$ cat src/rtl/bcd_encoder_seq.sv
// Iterative binary-to-BCD encoder (shift-and-add-3), one bit per clock,
// with valid/ready handshakes on both the input and the result side.
package bcd_encoder_seq_pkg;

  // Number of decimal digits needed to hold 2^n - 1.
  function automatic int bcd_digits(input int n);
    logic [127:0] v;
    int           d;
    v = (128'd1 << n) - 128'd1;
    d = 0;
    for (int i = 0; i < 128; i++) begin
      if (v != 128'd0) begin
        v = v / 128'd10;
        d++;
      end
    end
    return d;
  endfunction

endpackage

module bcd_encoder_seq
  import bcd_encoder_seq_pkg::*;
#(
  parameter int  N      = 8,
  parameter bit  SIGNED = 1'b0,
  localparam int D      = bcd_digits(N)
) (
  input  logic           clk,
  input  logic           aresetn,
  input  logic           i_valid,
  output logic           o_ready,
  input  logic [N-1:0]   i_bin,
  output logic           o_valid,
  input  logic           i_ready,
  output logic [4*D-1:0] o_bcd,
  output logic           o_sign
);

  localparam int BW = 4 * D;
  localparam int W  = BW + N;
  localparam int CW = $clog2(N + 1);

  typedef enum logic [1:0] {
    IDLE  = 2'd0,
    SHIFT = 2'd1,
    DONE  = 2'd2
  } state_t;

  state_t          state;
  state_t          state_nxt;
  logic [W-1:0]    work;
  logic [W-1:0]    work_nxt;
  logic [CW-1:0]   cnt;
  logic            sign_q;

  // Digit correction: any digit >= 5 would overflow past 9 when doubled.
  function automatic logic [BW-1:0] add3(input logic [BW-1:0] bcd);
    logic [BW-1:0] r;
    r = bcd;
    for (int i = 0; i < D; i++) begin
      if (bcd[4*i +: 4] >= 4'd5) r[4*i +: 4] = bcd[4*i +: 4] + 4'd3;
    end
    return r;
  endfunction

  // Two's-complement magnitude; the most negative value maps to 2^(N-1).
  function automatic logic [N-1:0] magnitude(input logic [N-1:0] bin);
    logic signed [N-1:0] s;
    s = $signed(bin);
    if (SIGNED && (s < 0)) return $unsigned(-s);
    return bin;
  endfunction

  assign work_nxt = {add3(work[W-1:N]), work[N-1:0]} << 1;

  always_ff @(posedge clk or negedge aresetn) begin
    if (!aresetn) state <= IDLE;
    else          state <= state_nxt;
  end

  always_comb begin
    state_nxt = state;
    o_ready   = 1'b0;
    o_valid   = 1'b0;
    case (state)
      IDLE: begin
        o_ready = 1'b1;
        if (i_valid) state_nxt = SHIFT;
      end
      SHIFT: begin
        if (cnt == CW'(1)) state_nxt = DONE;
      end
      DONE: begin
        o_valid = 1'b1;
        if (i_ready) state_nxt = IDLE;
      end
      default: state_nxt = IDLE;
    endcase
  end

  // Load on accept, iterate in SHIFT, publish the result on the last shift.
  always_ff @(posedge clk or negedge aresetn) begin
    if (!aresetn) begin
      work   <= '0;
      cnt    <= '0;
      sign_q <= 1'b0;
      o_bcd  <= '0;
      o_sign <= 1'b0;
    end else begin
      case (state)
        IDLE: begin
          if (i_valid) begin
            work   <= {{BW{1'b0}}, magnitude(i_bin)};
            cnt    <= CW'(N);
            sign_q <= SIGNED && i_bin[N-1];
          end
        end
        SHIFT: begin
          work <= work_nxt;
          cnt  <= cnt - CW'(1);
          if (cnt == CW'(1)) begin
            o_bcd  <= work_nxt[W-1:N];
            o_sign <= sign_q;
          end
        end
        default: ;
      endcase
    end
  end

endmodule

$ cat config.mk
export PLATFORM = sky130hd
export DESIGN_NAME = bcd_encoder_seq
export DESIGN_NICKNAME = d
export VERILOG_FILES = /design/src/rtl/bcd_encoder_seq.sv
export SDC_FILE = /design/constraint.sdc
export NUM_CORES = 1
export LEC_CHECK = 0
export ABC_AREA = 0
export CAP_MARGIN = 20
export CORE_AREA = 4 4 96 98
export CTS_BUF_LIST = sky130_fd_sc_hd__clkbuf_8
export DETAILED_ROUTE_END_ITERATION = 7
export DIE_AREA = 0 0 100 102
export HOLD_SLACK_MARGIN = 0.02
export PLACE_DENSITY = 0.39
export SLEW_MARGIN = 25
export SYNTH_ARGS = -nofsm -noshare
export SYNTH_HDL_FRONTEND = slang
export SYNTH_SLANG_ARGS = --single-unit
$ cat constraint.sdc
create_clock -name clk -period 4.13 [get_ports clk]
set_input_delay 1.0325 -clock clk [delete_from_list [all_inputs] [get_ports clk]]
set_output_delay 1.0325 -clock clk [all_outputs]
set_load 0.01 [all_outputs]
Word level (Yosys, flattened, before mapping)
Cells that the tools add are included.
- add/sub/neg operators: 4
- magnitude comparators: 3
- eq/ne operators: 6
- multiplexer cells: 13
- reduce and logical (&&, ||, !) cells: 5
- operator list (kind ; number):
    $pmux W20 S2 ; 1
    $mux W20 ; 1
    $ge A4 B3 Y1 const B ; 3
    $mux W4 ; 3
    $add A4 B2 Y4 const B ; 2
    $pmux W4 S2 ; 1
    $mux W2 ; 3
    $ne A2 B2 Y1 const B ; 3
    $pmux W2 S3 ; 1
    $eq A4 B1 Y1 const B ; 1
    $reduce_and A2 Y1 ; 2
    $sub A4 B1 Y4 const B ; 1
    $add A3 B2 Y3 const B ; 1
    $mux W3 ; 1
    $reduce_and A3 Y1 ; 1
    $eq A2 B1 Y1 const B ; 1
    $eq A2 B2 Y1 const B ; 1
    $logic_not A2 Y1 ; 1
    $mux W1 ; 2
    $reduce_bool A2 Y1 ; 1
- flip-flop bits (word level): 38
- input port bits: 12
- output and inout bits: 15
- word-level logic and storage cells: 35

Logic depth before layout (Yosys ltp)
Gate-level depths: netlist of run 1.
- word-level depth: 3
- depth in mapped cells: 7
- mapped depth without buffers: 6

Worst setup path after synthesis of run 1
No wires, ideal clock.
- path kind: register -> output
- start point: register state[1]
- end point: output o_valid
- arrival: 0.821 ns
- data required time: 3.098 ns
- path slack: 2.276 ns
- cell stages (with the launch flop): 4
- path buffers: 1
- path through: dfrtp_1 -> clkbuf_1 -> nand2_1 -> inv_1
- word-level cells in the longest chain between the ends: 2
- ends and longest elaborated chain (element ; line ; source):
    from (decl) ; 50 ; state_t state;
    from (signal assigned) ; 79 ; else state <= state_nxt;
    $eq A2 B2 Y1 ; 86 ; case (state)
    $mux W1 ; 86 ;
    to (decl) ; 34 ; output logic o_valid,
No other way between the ends.

Worst setup path after layout of run 1
- start point: register state[0]
- end point: output o_valid
The elaborated chain is that of the path after synthesis.

==> results.py, run 1 <==
metrics = {
    "worst_hold_path": {
        "hp-class": "reg -> reg",
        "hold_start": "o_bcd[5]$_DFFE_PN0P_",
    },
    "critical_path": {
        "crit_path_max_fanout": 14,
        "reg2reg_from": "work[12]$_DFFE_PN0P_",
        "critPathKind": "reg -> out",
        "crit_path_end_kind": "output pin",
        "crit_start": "state[0]$_DFFE_PN0P_",
        "critical_path_required_ns": 3.10,
        "cp.arrival_ns": 1.72,
        "start_kind": "flip-flop",
    },
    "placement": {
        "io_buffers": 25,
        "gp_congestion": 0.694,
        "hpwl_um": 2750,
        "place_ws_ns": 1.61,
    },
    "yosys": {
        "synth_cell_types": 31,
        "synthCells": 183,
        "ys_ff_latch": 38,
        "syn_avg_cell_area_sq_um": 10.2,
        "yosys.area.top_type_share_pct": 50.7,
        "synth_nets": 203,
        "ys_seq_area_share_pct": 50.7,
        "syn_area_sq_mm": 0.00187,
        "yosys.area.top_type": "dfrtp_1",
        "ys_warn_count": 0,
        "synthTopCellsByArea": "dfrtp_1, o21ai_0, ha_1",
    },
    "timing": {
        "fin_skew_ns": 0.00376,
        "rsz0062_at_grt": "false",
        "fin_ws_ns": 1.38,
        "tightestPinTransition_ns": 0.888,
        "period_share_pct": 66.6,
        "min_period_ns": 2.75,
        "hold_violations": 0,
        "relSlewSlack_pct": 40.8,
        "fmax_mhz": 364,
        "setup_tns_ns": 0,
        "finalSetupViolations": 0,
        "drv_slew": 0,
    },
    "clock_tree": {
        "h-tree-depth": 2,
        "cts_made_buffers": 5,
        "clock_latency_ns": 0.28,
        "cts_resized": 0,
        "holdBufCountCts": 0,
        "clock-root-buffer": "clkbuf_8",
        "post_cts_buffers": 0,
        "clock-sinks": 38,
        "cts_tree": "done",
        "clock_path_buffers": 2,
        "clk_pin_slew_ns": 0.07,
    },
    "pwr": {
        "p_per_area_mw_per_mm2": 718,
        "total_power_w": 0.00166,
        "p_leak_nw": 1.00,
        "ir_worst_vdd_v": 0.000210,
    },
    "detailed_routing": {
        "drt-total-wl_um": 4130,
        "drcViolationCount": 0,
        "firstDrtPassIters": 4,
        "via_count": 1354,
        "antenna_left": 0,
        "via_per_inst": 4.26,
        "drtIter0Drc": 47,
        "wl_per_cell_um": 13.0,
    },
    "global_route": {
        "grt_pass1_vias": 1370,
        "gr-total-overflow": 0,
        "grt_pass1_wl_um": 6910,
        "antenna_found_initial": 0,
        "grt_max_degree": 39,
        "grt_util_all_layers_pct": 8.58,
    },
    "layout": {
        "nets": 229,
        "drive_above_1_share_pct": 10.5,
        "syn_to_final_growth_pct": 23.6,
        "diodes": 0,
    },
    "die": {
        "row_count": 34,
        "start_util_pct": 22.1,
        "chipHeight_um": 102,
        "core_sq_mm": 0.00847,
        "die-area_sq_mm": 0.0102,
        "dieWidth_um": 100,
        "boundaryPins": 27,
    },
    "status": {
        "status": "finished, final reports clean",
    },
    "job": {
        "max_cap_viol_count": 0,
    },
}
synth_stat cells:
| library cell | n |
|---|---|
| dfrtp_1 | 38 |
| o21ai_0 | 23 |
| nand2_1 | 18 |
| a21oi_1 | 12 |
| inv_1 | 10 |
| ha_1 | 8 |
| nor2b_1 | 8 |
| mux2_2 | 6 |
| a22o_1 | 5 |
| a22oi_1 | 5 |
| buf_2 | 5 |
| nor3b_1 | 5 |
| mux2i_1 | 4 |
| nand2b_1 | 4 |
| nor3_1 | 4 |
| a21oi_2 | 3 |
| nand3_1 | 3 |
| o21ai_1 | 3 |
| xnor2_1 | 3 |
| a31oi_1 | 2 |
| and2_1 | 2 |
| buf_4 | 2 |
| nor2_1 | 2 |
| a22o_2 | 1 |
| a32o_1 | 1 |
| clkbuf_1 | 1 |
| conb_1 | 1 |
| nand2_4 | 1 |
| nand3b_1 | 1 |
| nor3b_2 | 1 |
| o21bai_1 | 1 |
cells by family after synthesis:
| family | after synthesis | share of synthesized area (%) |
|---|---|---|
| flops | 38 | 50.7 |
| simple gates | 49 | 14.2 |
| buf+inv | 18 | 4.34 |
| fa+ha+maj | 8 | 5.34 |
| compound gates | 56 | 18.0 |
| other cells | 1 | 0.200 |
| mux | 10 | 5.74 |
| xor+xnor | 3 | 1.40 |
state kept, by name (all words and copies together) (netlist names):
name	cells
cnt	4
state	2
work	20
o_bcd	12
stage by stage:
stage / instance area, sq um / hold WS, ns / instances / utilization (%)
floorplan: 1870 / 0.451 / 183 / -
global placement: 2230 / 0.467 / 310 / 26.3
detailed placement: 2230 / 0.471 / 310 / 26.3
CTS: 2320 / 0.490 / 318 / 27.4
global route: 2320 / 0.512 / 318 / 27.4
finish: 2320 / 0.481 / 318 / 27.4
final timing paths:
path	to	slack [ns]	depth (start not counted)
max reg2reg	o_bcd[6]$_DFFE_PN0P_	2.52	6
max in group asynchronous	cnt[3]$_DFFE_PN0P_	2.70	1
min	o_bcd[5]$_DFFE_PN0P_	0.48	2
min in group asynchronous	o_bcd[2]$_DFFE_PN0P_	0.86	1
min reg2reg	o_bcd[5]$_DFFE_PN0P_	0.48	2
max	o_valid	1.38	4
per-layer routing:
metal  global-route usage, %  wire [um]  share of wire [%]
met4                    2.69         37               0.90
met2                    13.0       1810                 44
met1                    11.9       2080                 50
met3                    2.39        199                4.8
met5                       0          0                  0
cell usage in the layout, fill, tap and decap left out, drive strengths merged:
cell           count
dfrtp             38
o21ai             26
clkdlybuf4s50     24
nand2             19
a21oi             15
inv               11
nor2b              8
ha                 8
mux2               6
clkbuf             6
a22o               6
nor3b              6
a22oi              5
nand2b             4
mux2i              4
nor3               4
xnor2              3
nand3              3
buf                3
nor2               2
and2               2
a31oi              2
o21bai             1
a32o               1
nand3b             1
conb               1
clkinv             1
critical path, cell delays in order, from the launching register on:
cell             delay (ns)
dfrtp_1                0.53
inv_1                  0.20
nand2_1                0.10
inv_1                  0.08
clkdlybuf4s50_1        0.53
report_power, final:
group	total, W	internal [W]	switching [W]
Clock	0.000263	0.000132	0.000131
Combinational	0.000726	0.000370	0.000356
Sequential	0.000675	0.000528	0.000147
Total	0.00166	0.00103	0.000634
cell type report:
class / instances / area [sq um]
Clock buffer: 6 / 82.6
Tap cell: 108 / 135
Fill cell: 889 / 6150
Timing Repair Buffer: 27 / 260
Sequential cell: 38 / 951
Clock inverter: 2 / 8.76
Inverter: 10 / 37.5
Multi-Input combinational cell: 127 / 842
Note: power is estimated with default switching activity, not from simulation.
==> run 2, diff against run 1 <==
--- a/config.mk
+++ b/config.mk
@@ -12,7 +12,7 @@
 export DETAILED_ROUTE_END_ITERATION = 7
 export DIE_AREA = 0 0 100 102
 export HOLD_SLACK_MARGIN = 0.02
-export PLACE_DENSITY = 0.39
+export PLACE_DENSITY = 0.4
 export SLEW_MARGIN = 25
 export SYNTH_ARGS = -nofsm -noshare
 export SYNTH_HDL_FRONTEND = slang
==> constraint.sdc (replaced) <==
create_clock -name clk -period 2.37 [get_ports clk]
set_input_delay 0.5925 -clock clk [delete_from_list [all_inputs] [get_ports clk]]
set_output_delay 0.5925 -clock clk [all_outputs]
set_load 0.01 [all_outputs]
==> run 2 against run 1 <==
Net effect: cell count up 0.94%; critical path depth shrank 1; via count up 1.7%; utilization up 0.41 points; non-clock buffer count grew 3; first-iteration DRC count shrank 6.4%; routed wire length is 1.8% higher; register-to-register slack lost 1.7 ns; highest routed layer unchanged.
==> results.py, run 2 (synthesis gave the netlist of run 1 again) <==
metrics = {
    "status": {
        "status": "finished, final reports clean",
    },
    "pwr": {
        "ir_worst_vdd_v": 0.000417,
        "total_power_w": 0.00294,
        "p_leak_nw": 1.02,
        "p_per_area_mw_per_mm2": 1250,
    },
    "detailed_routing": {
        "firstDrtPassIters": 4,
        "drcViolationCount": 0,
        "wl_per_cell_um": 13.1,
        "via_per_inst": 4.29,
        "via_count": 1377,
        "drt-total-wl_um": 4200,
        "antenna_left": 0,
        "drtIter0Drc": 44,
    },
    "clock_tree": {
        "clock_latency_ns": 0.30,
        "post_cts_buffers": 0,
        "cts_made_buffers": 5,
        "cts_tree": "done",
        "holdBufCountCts": 0,
        "clk_pin_slew_ns": 0.08,
        "clock-root-buffer": "clkbuf_8",
        "cts_resized": 0,
        "clock-sinks": 38,
        "h-tree-depth": 2,
        "clock_path_buffers": 2,
    },
    "die": {
        "core_sq_mm": 0.00847,
        "dieWidth_um": 100,
        "chipHeight_um": 102,
        "boundaryPins": 27,
        "row_count": 34,
        "die-area_sq_mm": 0.0102,
        "start_util_pct": 22.1,
    },
    "placement": {
        "dpl.cell_count": 313,
        "io_buffers": 25,
        "dpl_cell_area_sq_mm": 0.00226,
        "hpwl_um": 2790,
        "place_ws_ns": 0.310,
        "gp_congestion": 0.708,
    },
    "timing": {
        "finalSetupViolations": 0,
        "fmax_mhz": 474,
        "fin_skew_ns": 0.00780,
        "rsz0062_at_grt": "false",
        "hold_violations": 0,
        "drv_slew": 0,
        "fin_ws_ns": 0.262,
        "min_period_ns": 2.11,
        "period_share_pct": 88.9,
        "setup_tns_ns": 0,
    },
    "global_route": {
        "grt_pass1_wl_um": 7230,
        "grt_max_degree": 39,
        "grt_pass1_vias": 1375,
        "gr-total-overflow": 0,
        "grt_util_all_layers_pct": 8.98,
        "antenna_found_initial": 0,
    },
    "critical_path": {
        "crit_path_max_fanout": 13,
        "cp.arrival_ns": 1.52,
        "path_buf_inv": 2,
        "crit_path_end_kind": "output pin",
        "critPathKind": "reg -> out",
        "start_kind": "flip-flop",
        "reg2reg_from": "work[12]$_DFFE_PN0P_",
        "critPathMaxStageDelay_ns": 0.54,
        "critical_path_required_ns": 1.78,
        "crit_family": "buffers and inverters",
        "slowest_stage": "clkdlybuf4s50_1",
        "cp_cell_sequence": "buf_4 -> nor2_1 -> clkdlybuf4s50_1",
        "crit_start": "state[0]$_DFFE_PN0P_",
    },
    "layout": {
        "final_cell_mix": "dfrtp_1, clkdlybuf4s50_1, o21ai_0",
        "final_common_cell": "dfrtp_1",
        "stdcell_area_sq_mm": 0.00235,
        "reg.largest.list": "work (20), o_bcd (12), cnt (4)",
        "largest_register_ffs": 20,
        "syn_to_final_growth_pct": 25.5,
        "instances_no_fill": 321,
        "nets": 232,
        "diodes": 0,
        "drive_above_1_share_pct": 11.7,
        "regMostFlops": "work",
    },
    "job": {
        "max_cap_viol_count": 0,
    },
    "worst_hold_path": {
        "hp-class": "in -> async",
    },
}
==> run 2: metal layers <==
layer / track usage [%] / wire length (um) / vias up
met3: 2.73 / 170 / 7
met5: 0 / 0 / -
li1: - / - / 692
met4: 2.80 / 59 / 0
met1: 13.1 / 2220 / 653
met2: 12.7 / 1750 / 25
==> run 2: path summary, 6_finish.rpt <==
path / to / slack (ns) / cells past startpoint
max in group asynchronous: o_bcd[7]$_DFFE_PN0P_ / 1.92 / 2
hold reg to reg: o_bcd[5]$_DFFE_PN0P_ / 0.48 / 2
hold / removal: state[1]$_DFFE_PN0P_ / 0.25 / 2
setup / recovery: o_ready / 0.26 / 3
min in group clk: o_bcd[5]$_DFFE_PN0P_ / 0.48 / 2
setup reg to reg: o_bcd[6]$_DFFE_PN0P_ / 0.78 / 6
==> run 2: layout make-up <==
cell class | count | area, sq um
timing repair buffer | 30 | 295
inverter | 10 | 37.5
sequential | 38 | 951
clock inverter | 2 | 8.76
multi-input combinational | 127 | 842
clock buffer | 6 | 82.6
tap | 108 | 135
fill | 907 | 6110
==> run 2: stage by stage <==
step / utilization [%] / hold WS [ns]
finish: 27.8 / 0.255
detailed placement: 26.7 / 0.475
floorplan: - / 0.297
CTS: 27.8 / 0.259
global placement: 26.7 / 0.466
global route: 27.8 / 0.269
==> run 2: power by group <==
part           switching (W)  internal [W]  leakage (nW)  total (W)
combinational       0.000651      0.000662         0.487    0.00131
clock               0.000242      0.000231        0.0524   0.000472
sequential          0.000233      0.000920         0.483    0.00115
